File: config.mk
export PLATFORM = sky130hd
export DESIGN_NAME = vc_beat_sequencer
export DESIGN_NICKNAME = d
export VERILOG_FILES = /design/src/rtl/vc_beat_sequencer.sv
export SDC_FILE = /design/constraint.sdc
export NUM_CORES = 1
export LEC_CHECK = 0
export BUFFER_PORTS_ARGS = -buffer_cell sky130_fd_sc_hd__buf_2
export CAP_MARGIN = 20
export CORE_ASPECT_RATIO = 0.75
export CORE_UTILIZATION = 50
export DETAILED_ROUTE_END_ITERATION = 10
export GPL_TIMING_DRIVEN = 0
export MAX_ROUTING_LAYER = met4
export PLACE_DENSITY = 0.7
export SETUP_SLACK_MARGIN = 0.3
export SLEW_MARGIN = 10
export SYNTH_ARGS = -nofsm -noshare
export SYNTH_HDL_FRONTEND = slang
export SYNTH_SLANG_ARGS = --single-unit
File: constraint.sdc
create_clock -name clk -period 8 [get_ports clk]
set_clock_uncertainty 0.2 [all_clocks]
set_input_delay 0.8 -clock clk [delete_from_list [all_inputs] [get_ports clk]]
set_output_delay 0.8 -clock clk [all_outputs]
set_load 0.01 [all_outputs]
File: src/rtl/vc_beat_sequencer.sv
// Splits queued line commands into DS_N beat requests, linear or critical-beat-first.
// Commands are bypassed straight into the active slot when the queue is empty.
module vc_beat_sequencer #(
    parameter int DS_N       = 4,
    parameter int PLD_WIDTH  = 64,
    parameter int FIFO_DEPTH = 4,
    localparam int CW = $clog2(DS_N),
    localparam int AW = $clog2(FIFO_DEPTH),
    localparam int QW = AW + 1
) (
    input  logic                 clk,
    input  logic                 rst_n,
    input  logic                 in_vld,
    output logic                 in_rdy,
    input  logic [PLD_WIDTH-1:0] in_pld,
    input  logic [CW-1:0]        in_start,
    input  logic                 in_wrap,
    output logic                 out_vld,
    input  logic                 out_rdy,
    output logic [PLD_WIDTH-1:0] out_pld,
    output logic [CW-1:0]        out_req_num,
    output logic                 out_first,
    output logic                 out_last,
    output logic [QW-1:0]        q_cnt,
    output logic                 busy
);

    typedef enum logic {IDLE, ISSUE} state_t;

    state_t state, state_nxt;

    logic [PLD_WIDTH-1:0] mem_pld   [FIFO_DEPTH];
    logic [CW-1:0]        mem_start [FIFO_DEPTH];
    logic                 mem_wrap  [FIFO_DEPTH];
    logic [AW-1:0]        wr_ptr, rd_ptr;

    logic [PLD_WIDTH-1:0] act_pld;
    logic [CW-1:0]        act_start;
    logic                 act_wrap;
    logic [CW-1:0]        cnt;

    logic in_fire, out_fire, seq_done, q_empty, pop, load_in, push, take;

    assign in_rdy   = (q_cnt < QW'(FIFO_DEPTH));
    assign out_vld  = (state == ISSUE);
    assign in_fire  = in_vld && in_rdy;
    assign out_fire = out_vld && out_rdy;
    assign seq_done = out_fire && out_last;
    assign q_empty  = (q_cnt == '0);

    // A free active slot takes the queue head first; the incoming command only
    // goes straight in when nothing is queued ahead of it.
    assign take    = (state == IDLE) || seq_done;
    assign pop     = take && !q_empty;
    assign load_in = take && q_empty && in_fire;
    assign push    = in_fire && !load_in;

    assign out_pld     = act_pld;
    assign out_req_num = act_wrap ? (act_start + cnt) : cnt;
    assign out_first   = out_vld && (cnt == '0);
    assign out_last    = out_vld && (cnt == CW'(DS_N - 1));
    assign busy        = out_vld || !q_empty;

    always_comb begin
        state_nxt = state;
        case (state)
            IDLE:    if (pop || load_in) state_nxt = ISSUE;
            ISSUE:   if (seq_done && !pop && !load_in) state_nxt = IDLE;
            default: state_nxt = IDLE;
        endcase
    end

    always_ff @(posedge clk or negedge rst_n) begin
        if (!rst_n) state <= IDLE;
        else        state <= state_nxt;
    end

    always_ff @(posedge clk) begin
        if (push) begin
            mem_pld[wr_ptr]   <= in_pld;
            mem_start[wr_ptr] <= in_start;
            mem_wrap[wr_ptr]  <= in_wrap;
        end
    end

    always_ff @(posedge clk or negedge rst_n) begin
        if (!rst_n) begin
            wr_ptr    <= '0;
            rd_ptr    <= '0;
            q_cnt     <= '0;
            cnt       <= '0;
            act_pld   <= '0;
            act_start <= '0;
            act_wrap  <= 1'b0;
        end else begin
            if (push) wr_ptr <= wr_ptr + 1'b1;
            if (pop)  rd_ptr <= rd_ptr + 1'b1;
            case ({push, pop})
                2'b10:   q_cnt <= q_cnt + 1'b1;
                2'b01:   q_cnt <= q_cnt - 1'b1;
                default: q_cnt <= q_cnt;
            endcase
            if (pop) begin
                act_pld   <= mem_pld[rd_ptr];
                act_start <= mem_start[rd_ptr];
                act_wrap  <= mem_wrap[rd_ptr];
            end else if (load_in) begin
                act_pld   <= in_pld;
                act_start <= in_start;
                act_wrap  <= in_wrap;
            end
            if (pop || load_in) cnt <= '0;
            else if (out_fire)  cnt <= cnt + 1'b1;
        end
    end

endmodule

Word-level counts from Yosys, hierarchy flattened
Memories as Yosys holds them, arrays and structs flattened. Cells that the tools add are included.

RAM bits: 268. Output and inout bits: 74. Memories kept: 3. Register bits after elaboration: 77. Logic and storage cells: 59.

Magnitude comparators: 1. Add/sub/neg operators: 6. Eq/ne operators: 3. Bitwise gates (word level): 1. Muxes and demuxes: 15. Reductions and logical operators: 22.

Memories: mem_pld (words 4, bits a word 64, read ports 1, clocked after memory_dff 0, write ports 1, line 32) `logic [PLD_WIDTH-1:0] mem_pld [FIFO_DEPTH];`; mem_start (words 4, bits a word 2, read ports 1, clocked after memory_dff 0, write ports 1, line 33) `logic [CW-1:0] mem_start [FIFO_DEPTH];`; mem_wrap (words 4, bits a word 1, read ports 1, clocked after memory_dff 0, write ports 1, line 34) `logic mem_wrap [FIFO_DEPTH];`.

Operators with widths (count): two-way mux 64 bit (2); logical AND 1 bit (11); two-way mux 2 bit (5); adder 2 x 1 -> 2 bit, second input constant (3); two-way mux 1 bit (6); case mux 3 bit (2 select lines) (1); nonzero test 2 bit (3); equality test 2 bit, second input constant (2); adder 3 x 1 -> 3 bit, second input constant (1); zero test 1 bit (3); zero test 3 bit (1); logical OR 1 bit (3); < comparator 3 bit, second input constant (1); subtractor 3 x 1 -> 3 bit, second input constant (1); adder 2 bit (1); equality test 2 x 1 -> 1 bit, second input constant (1); zero test 2 bit (1); case mux 1 bit (2 select lines) (1); inverter 1 bit (1).

Logic depth before layout (Yosys ltp)
Word-level depth: 10. Depth in mapped cells: 10. Depth with buffers taken out: 10.

Worst setup path after synthesis
OpenSTA, ideal clock, no wires.

Kind: input port to flip-flop. Start: input out_rdy. End: memory mem_pld[0][0], enable pin. Data arrival time: 2893 ps. Path slack: 4475 ps. Stages on the path: 3. Data required time: 7368 ps. Buffers on the path: 0. Cell sequence: a21boi_0 -> o211a_1 -> and2_1.

Longest elaborated chain between the ends: 9.

RTL lines: from (decl) (line 19) `input logic out_rdy,`; logical AND 1 bit (line 47) `assign out_fire = out_vld && out_rdy;`; logical AND 1 bit (line 48) `assign seq_done = out_fire && out_last;`; logical OR 1 bit (line 53) `assign take = (state == IDLE) || seq_done;`; logical AND 1 bit (2 in series) (line 55) `assign load_in = take && q_empty && in_fire;`; zero test 1 bit (line 56) `assign push = in_fire && !load_in;`; logical AND 1 bit (line 56); two-way mux 1 bit (line 79) `if (push) begin`; two-way mux 1 bit (implied by the code) (line 80) `mem_pld[wr_ptr] <= in_pld;`; to (decl) (line 32).

No other way between the ends.

Worst setup path after layout
Start: register q_cnt[1]. End: output busy.

Longest elaborated chain between the ends: 3.

RTL lines: from (decl) (line 24) `output logic [QW-1:0] q_cnt,`; from (signal assigned) (line 99) `2'b10: q_cnt <= q_cnt + 1'b1;`; from (signal assigned) (line 100) `2'b01: q_cnt <= q_cnt - 1'b1;`; from (signal assigned) (line 101) `default: q_cnt <= q_cnt;`; zero test 3 bit (line 49) `assign q_empty = (q_cnt == '0);`; zero test 1 bit (line 62) `assign busy = out_vld || !q_empty;`; logical OR 1 bit (line 62); to (decl) (line 25) `output logic busy`.

No other way between the ends.

==> run metrics <==
crit path DAT=2.28 ns; clock latency on the worst-skew pair=0.50 ns; flop2flop setup slack=just over 5 ns; hpwl dp=between 15 and 20 mm; DRT Wirelength=28.70 mm; sequential area share after synthesis=0.7548; PnR worst setup slack=between 4 and 5 ns; vias per cell=5.896; Mapped Area=13220 um2; Die Y=142.8 um; layout cells sized above 1=0.3547; Core Region=between 20000 and 30000 um2; syn avg cell area=20.36 um2; CTS tree=yes; Reg-to-Reg End=mem_pld[1][7]; setup tns final=0 ns; # port buffers=144; drt pass-1 iters=7; antenna viol nets, final=0; startpoint types=flop; Hold Buf Count CTS=0; Vias=7128; Post-CTS Setup Bufs=0; YS warnings=0; Post-CTS Resized=0; GP Congestion=0.7800; CTS Buffer Depth=3; worst slew pin tran=0.7095 ns; area growth from synthesis to layout=19.33%; root buffer cell=clkbuf_16; RSZ-0062 raised after global routing=false; Synth area leader=edfxtp_1; commonest non-fill, non-tap cells in the layout=edfxtp_1, buf_2, dfrtp_1; Fin. Hold Viols=0; Starting DRT DRC Count=501; period utilization=0.4100; fin crit period=3.280 ns; vias in the first global route=between 7000 and 8000; CP Class=reg2out; clk slew on worst S/H paths=0.06 ns; io pins=145; cell row count=51; status=finished clean; Slew Viols, Final=0; CP startpoint=q_cnt[1]; Max IR drop VDD=0.0002275 V; routed wire length per instance=roughly 24 um; CP endpoint kind=output port; Overflow after GRT=0; Yosys reg bits=345; die width=between 150 and 200 um; Max Clock Freq=0.3048 GHz; first-pass GRT wire length=roughly 44 mm; PD cells=387.0 nW/um2; Total Nets Final=914; Mapped Cells=649; Crit Path Max Fanout=10; top cells by area, synth=edfxtp_1, dfrtp_1, mux4_2; Slew headroom=0.5270; pre-CTS WS=between 4 and 5 ns; # DRC=0; Syn Nets=729; Lkg Pwr=roughly 0.0056 uW; total track usage=0.2244; effective utilization at floorplan=0.5088; worst hold path class=in2async; clock sink total=345; share of the synthesized area in the top cell type=0.6090; number of max-cap violations=0; commonest non-fill, non-tap cell in the layout=edfxtp_1; H-tree depth=2; die area=27090 um2; largest net degree at the start of global routing=52; setup violators final=0; initial antenna violation count=5; Num CTS Buffers=34; post-synth cell types=31; FF-to-FF Start=cnt[1]; critical path required time=roughly 7 ns; R2R depth=5
-- state kept, by name, summed over array words and instances (netlist names) --
name       flops
mem_pld      256
out_pld       64
mem_start      8
mem_wrap       4
q_cnt          3
act_start      2
cnt            2
rd_ptr         2
wr_ptr         2
act_wrap       1
out_vld        1
-- worst max path at each step --
stage,to
floorplan,mem_pld[0][0]
global placement,mem_pld[2][16]
detailed placement,mem_pld[1][62]
CTS,busy
global route,busy
finish,busy
-- through the flow --
stage	hold slack, ns	std cells	util	power [uW]	area (um2)
floorplan	0.3044	649	-	3755	13220
global placement	0.3151	1137	0.5532	4332	14370
detailed placement	0.3235	1142	0.5587	4392	14510
CTS	0.03664	1204	0.6067	6160	15760
global route	0.04860	1209	0.6072	6380	15770
finish	0.03280	1209	0.6072	6102	15770
-- logic make-up after synthesis --
kind of cell / synth area share
and+or+nand+nor: 0.008806
AOI/OAI and AO/OA: 0.08464
DFF: 0.7548
muxes: 0.1150
adders and majority gates: 0.009090
xor gates and xnor gates: 0.005965
buffers and inverters: 0.02168
-- final cells by class --
cell class / count / area (um2)
diodes: 5 / 12.51
plain buffers: 47 / 252.7
clock buffers: 51 / 1021
clock inverters: 11 / 227.7
fillers: 1849 / 10200
inverters: 9 / 33.78
multi-input cells: 248 / 2964
flip-flops and latches: 345 / 9975
well taps: 344 / 430.4
repair buffers: 149 / 853.3
-- routing by layer --
metal	global-route usage	wire length, um	vias up
met1	0.3116	12680	3737
met4	0.05985	442	0
met3	0.04473	1910	39
met5	-	0	-
met2	0.3424	13670	267
li1	-	-	3085
-- synthesized netlist by cell type, drive strengths merged --
cell     number
dfrtp        77
edfxtp      268
o21a          1
or4b          1
clkbuf       22
ha            8
inv           9
nand3         2
nor2          3
fa            1
a21oi         1
a2bb2oi      67
nand2b        1
and2          6
or3           2
mux2          1
nand2         5
o211a         1
xnor2         6
buf          25
o22ai        67
nor3          1
a21boi        1
a21bo         1
xor2          3
o21ai         2
mux4         67
-- report_power, final --
| group | internal (uW) | switching (uW) | total [uW] |
|---|---|---|---|
| registers | 2330 | 161 | 2490 |
| logic | 876 | 975 | 1850 |
| clock network | 1110 | 648 | 1760 |
| total | 4320 | 1780 | 6100 |
-- critical path, stage by stage, from the launching register on --
cell and delay [ns]:
dfrtp_1 0.43, nor3_2 0.53, clkbuf_1 0.48, nand2b_1 0.17
buf_2 0.18
(Power assumes the default switching activity.)
